<file path="src/rtl/craft_pkg.sv">
// craft_pkg: constants shared by the CRAFT-64/128 cores.
//   - CRAFT_ROUNDS           : round count (32)
//   - PN_TAB / pn_inv_idx()  : nibble permutation PN and its inverse
//   - Q_TAB / q_perm()       : tweak nibble permutation Q
//   - RC_TAB                 : 8-bit round constants, {RC3, RC4} per round
//   - dec_state_e            : decryptor FSM encoding
//   - dec_req_t              : bundled decrypt request (ciphertext, tweak, key)
// Nibble 0 of every 64-bit word is bits [63:60].
package craft_pkg;

    localparam int CRAFT_ROUNDS = 32;

    localparam int PN_TAB [16] = '{15, 12, 13, 14, 10, 9, 8, 11, 6, 5, 4, 7, 1, 2, 3, 0};
    localparam int Q_TAB  [16] = '{12, 10, 15, 5, 14, 8, 9, 2, 11, 3, 7, 4, 6, 0, 1, 13};

    localparam logic [7:0] RC_TAB [32] = '{
        8'h11, 8'h84, 8'h42, 8'h25, 8'h96, 8'hc7, 8'h63, 8'hb1,
        8'h54, 8'ha2, 8'hd5, 8'he6, 8'hf7, 8'h73, 8'h31, 8'h14,
        8'h82, 8'h45, 8'h26, 8'h97, 8'hc3, 8'h61, 8'hb4, 8'h52,
        8'ha5, 8'hd6, 8'he7, 8'hf3, 8'h71, 8'h34, 8'h12, 8'h85
    };

    typedef enum logic [1:0] {
        ST_IDLE  = 2'd0,
        ST_ROUND = 2'd1,
        ST_DONE  = 2'd2
    } dec_state_e;

    typedef struct packed {
        logic [63:0]  ct;
        logic [63:0]  tweak;
        logic [127:0] key;
    } dec_req_t;

    // Encryption moves nibble PN[j] to position j, so decryption takes
    // position j from the k with PN[k] == j.
    function automatic int pn_inv_idx(input int j);
        int r;
        r = 0;
        for (int k = 0; k < 16; k++) begin
            if (PN_TAB[k] == j) r = k;
        end
        return r;
    endfunction

    function automatic logic [63:0] q_perm(input logic [63:0] t);
        logic [63:0] r;
        r = '0;
        for (int j = 0; j < 16; j++) begin
            r[63-4*j -: 4] = t[63-4*Q_TAB[j] -: 4];
        end
        return r;
    endfunction

endpackage

</file>
<file path="src/rtl/craft_inv_round.sv">
// craft_inv_round: one combinational CRAFT inverse round.
//   state_i   : round input state
//   tk_i      : round tweakey TK[i mod 4]
//   rc_i      : round constant RC[i] (high nibble -> nibble 4, low -> nibble 5)
//   skip_pn_i : bypass PN^-1 (the first inverse round, i == 31)
//   state_o   : round output state
// Order: SB, PN^-1, add tweakey, add constant, MC.
module craft_inv_round
    import craft_pkg::*;
(
    input  logic [63:0] state_i,
    input  logic [63:0] tk_i,
    input  logic [7:0]  rc_i,
    input  logic        skip_pn_i,
    output logic [63:0] state_o
);

    logic [63:0] sb;
    logic [63:0] pn;
    logic [63:0] mix;
    logic [63:0] ak;

    for (genvar j = 0; j < 16; j++) begin : g_nib
        localparam int SRC = pn_inv_idx(j);
        craft_sbox u_sbox (
            .x_i (state_i[63-4*j -: 4]),
            .y_o (sb[63-4*j -: 4])
        );
        assign pn[63-4*j -: 4] = sb[63-4*SRC -: 4];
    end

    assign mix = skip_pn_i ? sb : pn;
    assign ak  = mix ^ tk_i ^ {16'h0, rc_i, 40'h0};

    // MC on 16-bit rows: row0 ^= row2 ^ row3, row1 ^= row3; rows 2,3 pass.
    assign state_o = {ak[63:48] ^ ak[31:16] ^ ak[15:0],
                      ak[47:32] ^ ak[15:0],
                      ak[31:0]};

endmodule

</file>
<file path="src/rtl/craft_sbox.sv">
// craft_sbox: CRAFT 4-bit S-box (an involution, so it serves both directions).
//   x_i : input nibble
//   y_o : substituted nibble
module craft_sbox (
    input  logic [3:0] x_i,
    output logic [3:0] y_o
);

    always_comb begin
        y_o = 4'h0;
        case (x_i)
            4'h0: y_o = 4'hc;
            4'h1: y_o = 4'ha;
            4'h2: y_o = 4'hd;
            4'h3: y_o = 4'h3;
            4'h4: y_o = 4'he;
            4'h5: y_o = 4'hb;
            4'h6: y_o = 4'hf;
            4'h7: y_o = 4'h7;
            4'h8: y_o = 4'h8;
            4'h9: y_o = 4'h9;
            4'ha: y_o = 4'h1;
            4'hb: y_o = 4'h5;
            4'hc: y_o = 4'h0;
            4'hd: y_o = 4'h2;
            4'he: y_o = 4'h4;
            default: y_o = 4'h6;
        endcase
    end

endmodule

</file>
<file path="src/rtl/craft_decrypt.sv">
// craft_decrypt: iterative CRAFT-64/128 tweakable block decryptor,
// one inverse round per clock (32 rounds).
//   clk_i        : clock, rising edge
//   rst_i        : asynchronous active-high reset
//   start_i      : request, sampled in IDLE only
//   ciphertext_i : 64b block input
//   tweak_i      : 64b tweak
//   key_i        : 128b key, K0 = [127:64], K1 = [63:0]
//   abort_i      : (CRAFT_DEC_ABORT_EN only) drop the running decryption
//   busy_o       : high while rounds are running
//   done_o       : one-cycle pulse, plaintext_o valid
//   plaintext_o  : result, held until the next completed decryption
// Optional feature macro: CRAFT_DEC_ABORT_EN.
module craft_decrypt
    import craft_pkg::*;
#(
    parameter int ROUNDS = CRAFT_ROUNDS,
    parameter int RCNT_W = 5
) (
    input  logic         clk_i,
    input  logic         rst_i,
    input  logic         start_i,
    input  logic [63:0]  ciphertext_i,
    input  logic [63:0]  tweak_i,
    input  logic [127:0] key_i,
`ifdef CRAFT_DEC_ABORT_EN
    input  logic         abort_i,
`endif
    output logic         busy_o,
    output logic         done_o,
    output logic [63:0]  plaintext_o
);

    dec_state_e         fsm_q, fsm_d;
    logic [63:0]        st_q, st_d;
    logic [3:0][63:0]   tk_q, tk_d;
    logic [RCNT_W-1:0]  rcnt_q, rcnt_d;
    logic [63:0]        pt_q, pt_d;

    dec_req_t           req;
    logic [63:0]        qt;
    logic [63:0]        rnd_out;
    logic               abort_w;

    assign req = '{ct: ciphertext_i, tweak: tweak_i, key: key_i};
    assign qt  = q_perm(req.tweak);

`ifdef CRAFT_DEC_ABORT_EN
    assign abort_w = abort_i;
`else
    assign abort_w = 1'b0;
`endif

    craft_inv_round u_round (
        .state_i   (st_q),
        .tk_i      (tk_q[rcnt_q[1:0]]),
        .rc_i      (RC_TAB[rcnt_q]),
        .skip_pn_i (rcnt_q == RCNT_W'(ROUNDS - 1)),
        .state_o   (rnd_out)
    );

    always_comb begin
        fsm_d  = fsm_q;
        st_d   = st_q;
        tk_d   = tk_q;
        rcnt_d = rcnt_q;
        pt_d   = pt_q;
        case (fsm_q)
            ST_IDLE: begin
                if (start_i) begin
                    st_d    = req.ct;
                    tk_d[0] = req.key[127:64] ^ req.tweak;
                    tk_d[1] = req.key[63:0]   ^ req.tweak;
                    tk_d[2] = req.key[127:64] ^ qt;
                    tk_d[3] = req.key[63:0]   ^ qt;
                    rcnt_d  = RCNT_W'(ROUNDS - 1);
                    fsm_d   = ST_ROUND;
                end
            end
            ST_ROUND: begin
                // abort wins over the final round, so plaintext is untouched
                if (abort_w) begin
                    fsm_d = ST_IDLE;
                end else begin
                    st_d = rnd_out;
                    if (rcnt_q == '0) begin
                        pt_d  = rnd_out;
                        fsm_d = ST_DONE;
                    end else begin
                        rcnt_d = rcnt_q - 1'b1;
                    end
                end
            end
            ST_DONE: fsm_d = ST_IDLE;
            default: fsm_d = ST_IDLE;
        endcase
    end

    always_ff @(posedge clk_i or posedge rst_i) begin
        if (rst_i) begin
            fsm_q  <= ST_IDLE;
            st_q   <= '0;
            tk_q   <= '0;
            rcnt_q <= '0;
            pt_q   <= '0;
        end else begin
            fsm_q  <= fsm_d;
            st_q   <= st_d;
            tk_q   <= tk_d;
            rcnt_q <= rcnt_d;
            pt_q   <= pt_d;
        end
    end

    assign busy_o      = (fsm_q == ST_ROUND);
    assign done_o      = (fsm_q == ST_DONE);
    assign plaintext_o = pt_q;

endmodule

</file>
<file path="config.mk">
export PLATFORM = sky130hd
export DESIGN_NAME = craft_decrypt
export DESIGN_NICKNAME = d
export VERILOG_FILES = /design/src/rtl/craft_pkg.sv /design/src/rtl/craft_inv_round.sv /design/src/rtl/craft_sbox.sv /design/src/rtl/craft_decrypt.sv
export SDC_FILE = /design/constraint.sdc
export NUM_CORES = 1
export LEC_CHECK = 0
export CAP_MARGIN = 40
export CORE_ASPECT_RATIO = 0.5
export CORE_MARGIN = 2
export CORE_UTILIZATION = 36
export DETAILED_ROUTE_END_ITERATION = 8
export GPL_TIMING_DRIVEN = 0
export HOLD_SLACK_MARGIN = 0.12
export PLACE_DENSITY_LB_ADDON = 0.1
export SLEW_MARGIN = 40
export SYNTH_ARGS = -nofsm -noshare
export SYNTH_HDL_FRONTEND = slang
export SYNTH_SLANG_ARGS = --single-unit
</file>
<file path="constraint.sdc">
create_clock -name clk_i -period 25.5 [get_ports clk_i]
set_input_delay 7.65 -clock clk_i [delete_from_list [all_inputs] [get_ports clk_i]]
set_output_delay 7.65 -clock clk_i [all_outputs]
set_load 0.01 [all_outputs]
</file>
==> summary.md <==
| Metric | Value |
|---|---|
| Antenna-violating nets left | `0` |
| RR Endpoint | `plaintext_o[50]` |
| Total leakage power | `0.0113 uW` |
| Root buffer cell | `clkbuf_16` |
| CTS clk-pin slew, worst paths | `70 ps` |
| Synthesized cell area | `0.0216 mm^2` |
| Core area | `0.0593 mm^2` |
| GRT met3 Usage | `~5.5%` |
| Peak supply drop | `0.0000773 V` |
| Std-Cell Rows | `63` |
| CP endpoint kind | `output pin` |
| Most common cell in the netlist | `dfrtp_1` |
| H-tree Lvls | `2` |
| Final hold slack | `476 ps` |
| Cts hold-fix bufs | `0` |
| Worst Max-Slew Pin Slew | `875 ps` |
| Met1 Use GR | `approximately two fifths` |
| Worst r2r src | `rcnt_q[1]` |
| Net count, final | `2735` |
| Layout area overhead | `23.8%` |
| GPL Wtd Cong | `around 0.92` |
| GRT Total Usage | `~27%` |
| Largest net degree at the start of global routing | `76` |
| Synth warnings | `0` |
| Total power | `approximately 4500 uW` |
| Setup Buffers After CTS | `0` |
| Syn nets | `2429` |
| Critical path arrival | `3270 ps` |
| Num Clock Sinks | `a little under 400` |
| RSZ-0062 raised after global routing | `no` |
| Rel. slew slack | `41.3%` |
| # Max-Cap Violations | `0` |
| Max Root-Sink Buffers | `3` |
| Met2 global-route usage | `between 40 and 50%` |
| Syn Inst Count | `2163` |
| DR WL/cell | `25.4 um` |
| Crit path from | `fsm_q[0]` |
| Final setup viols | `0` |
| Fillers | `5869` |
| Hold Vio Cnt, Final | `0` |
| Fin Clk Skew | `a little under 30 ps` |
| Busiest grt layer | `met2` |
| DP Wirelength | `64900 um` |
| 1st-pass router iterations | `8` |
| Port bufs | `~260` |
| Die X | `roughly 350 um` |
| CTS Buf Count | `39` |
| Critical Path Sink | `busy_o` |
| Io pins | `roughly 330` |
| Die area | `0.0620 mm^2` |
| Total global routing overflow | `0` |
| Diode count | `0` |
| Hold Crit Class | `flip-flop to flip-flop` |
| Synth cell count leaders | `dfrtp_1 (391), nand2_1 (377), o21ai_0 (319), xnor2_1 (298), clkbuf_1 (101)` |
| EDFF count, synth | `0` |
| Worst R2R Setup Slack | `21290 ps` |
| Pins Over Slew Limit | `0` |
| # DRC | `0` |
| Initial antenna violation count | `1` |
| Die Span Y | `between 150 and 200 um` |
| Multi-input gate area | `0.0109 mm^2` |
| Vias | `17375` |
| Pwr dens | `about 170 mW/mm^2` |
| Post-synth ARST share | `100%` |
| Period utilisation layout | `42.8%` |
| Status | `completed` |
| Syn Area/Cell | `roughly 10 um^2` |
| Drt first-iter violations | `about 1600` |
| Layout cells sized above 1 | `7.09%` |
| Routed wire length | `approximately 84000 um` |
| Reg2Reg Depth | `11` |
| Starting Density | `36.4%` |
| CP max FO | `10` |
| Setup TNS | `0 ps` |
| Worst skew pair latency | `590 ps` |
| Vias in the first global route | `17275` |
| Seq cells post-synth | `between 300 and 400` |
| CTS tree | `done` |
| Sequential area share after synthesis | `45.3%` |
| Sequential Area | `0.00978 mm^2` |
| Fmax | `slightly above 90 MHz` |
| Largest area contributor in the netlist | `dfrtp_1` |
| Top FF cell, synth | `dfrtp_1` |
| Synth unique cells | `50` |
| CP Class | `flip-flop to output pin` |
| Resize count post-CTS | `0` |
| Via/cell ratio | `~5.3` |
| Area share of the largest cell type after synthesis | `between 40% and 50%` |
| Worst path required time | `17850 ps` |
| Minimum clock period | `10920 ps` |
| Main area contributors after synthesis | `dfrtp_1 (45%), xnor2_1 (12%), o21ai_0 (7.4%)` |
| First-pass GRT wire length | `about 120000 um` |
| Setup crit start kind | `flip-flop` |
[how the worst min path moves through the flow]
| stage | startpoint | to | slack, ps | depth (start not counted) |
|---|---|---|---|---|
| after global routing | tk_q[218] | tk_q[218] | 500 | 2 |
| after floorplan | tk_q[65] | tk_q[65] | 440 | 2 |
| after detailed placement | tk_q[78] | tk_q[78] | 460 | 2 |
| after global placement | tk_q[78] | tk_q[78] | 450 | 2 |
| after CTS | tk_q[78] | tk_q[78] | 480 | 2 |
| final | plaintext_o[3] | plaintext_o[3] | 480 | 2 |
[worst max-delay path: stages, from the launching register on]
cell and delay [ps]:
dfrtp_1 350, clkbuf_1 400, nand2_1 450, inv_2 320, clkbuf_1 470, clkdlybuf4s50_1 690
[power by group]
part | switching (uW) | total [uW] | internal (uW)
sequential | 217 | 1170 | 955
combinational | 1570 | 2710 | 1140
clock | 276 | 632 | 356
[kinds of logic after synthesis]
kind of cell,Yosys count,synth area share (%)
AO/OA/AOI/OAI,589,15.4
XOR/XNOR,360,16.2
adder cells (fa/ha/maj),21,1.06
buffers and inverters,220,4.27
flip-flops,391,45.3
multiplexers,118,9.41
AND/OR/NAND/NOR,464,8.31
[layout by cell type, fill, tap and decap left out, types with 4 or more instances in the layout]
master | netlist | routed
buf_16 | 0 | 6
buf_1 | 71 | 71
ha_1 | 7 | 7
clkdlybuf4s50_1 | 0 | 259
clkbuf_1 | 101 | 111
xnor3_1 | 21 | 21
a31oi_1 | 4 | 4
buf_2 | 18 | 18
nand2b_1 | 4 | 4
a21o_1 | 14 | 14
dfrtp_1 | 391 | 391
xnor2_1 | 298 | 296
o21a_1 | 16 | 16
o21ai_1 | 69 | 69
nand2_1 | 377 | 377
buf_6 | 4 | 4
nor2_1 | 72 | 72
clkbuf_16 | 0 | 39
xnor2_2 | 7 | 9
mux2i_1 | 51 | 51
a211oi_1 | 4 | 4
a21oi_1 | 56 | 56
xor2_1 | 34 | 33
clkinv_2 | 0 | 7
inv_2 | 6 | 6
mux4_2 | 64 | 64
bufinv_16 | 0 | 6
a22oi_1 | 32 | 32
o22a_1 | 28 | 28
o21ai_0 | 319 | 319
a221o_1 | 4 | 4
maj3_1 | 14 | 14
o22ai_1 | 29 | 29
inv_1 | 15 | 14
a2bb2oi_1 | 4 | 4
[layer usage]
metal / wire (um) / up-vias / part of all wire (%)
li1: - / 7994 / -
met1: 38600 / 8779 / 46
met2: 37800 / 513 / 45
met3: 6060 / 87 / 7.2
met4: 1640 / 2 / 1.9
met5: 13 / - / 0.015
[registers in the layout, indices dropped and copies added, names as in the netlist]
signal and count:
st_q 64, tk_q 256, rcnt_q 5, fsm_q 2, plaintext_o 64
[layout make-up]
| type | count | area share [%] |
|---|---|---|
| plain buffers | 198 | 3.13 |
| clock buffers | 53 | 3.96 |
| clock inverters | 16 | 0.988 |
| inverters | 22 | 0.347 |
| multi-input cells | 1552 | 40.8 |
| flip-flops and latches | 391 | 36.6 |
| well taps | 812 | 3.80 |
| repair buffers | 265 | 10.3 |
[stage by stage]
stage	worst slack, ps	utilization (%)	cells	area, um^2
after global placement	955	42.5	3234	25200
final	14580	45.1	3309	26700
after detailed placement	15000	42.8	3240	25400
after global routing	14400	45.1	3309	26700
after floorplan	6980	-	2163	21600
after CTS	14620	45.1	3309	26700
No activity file was read; power rests on OpenSTA's default activity.
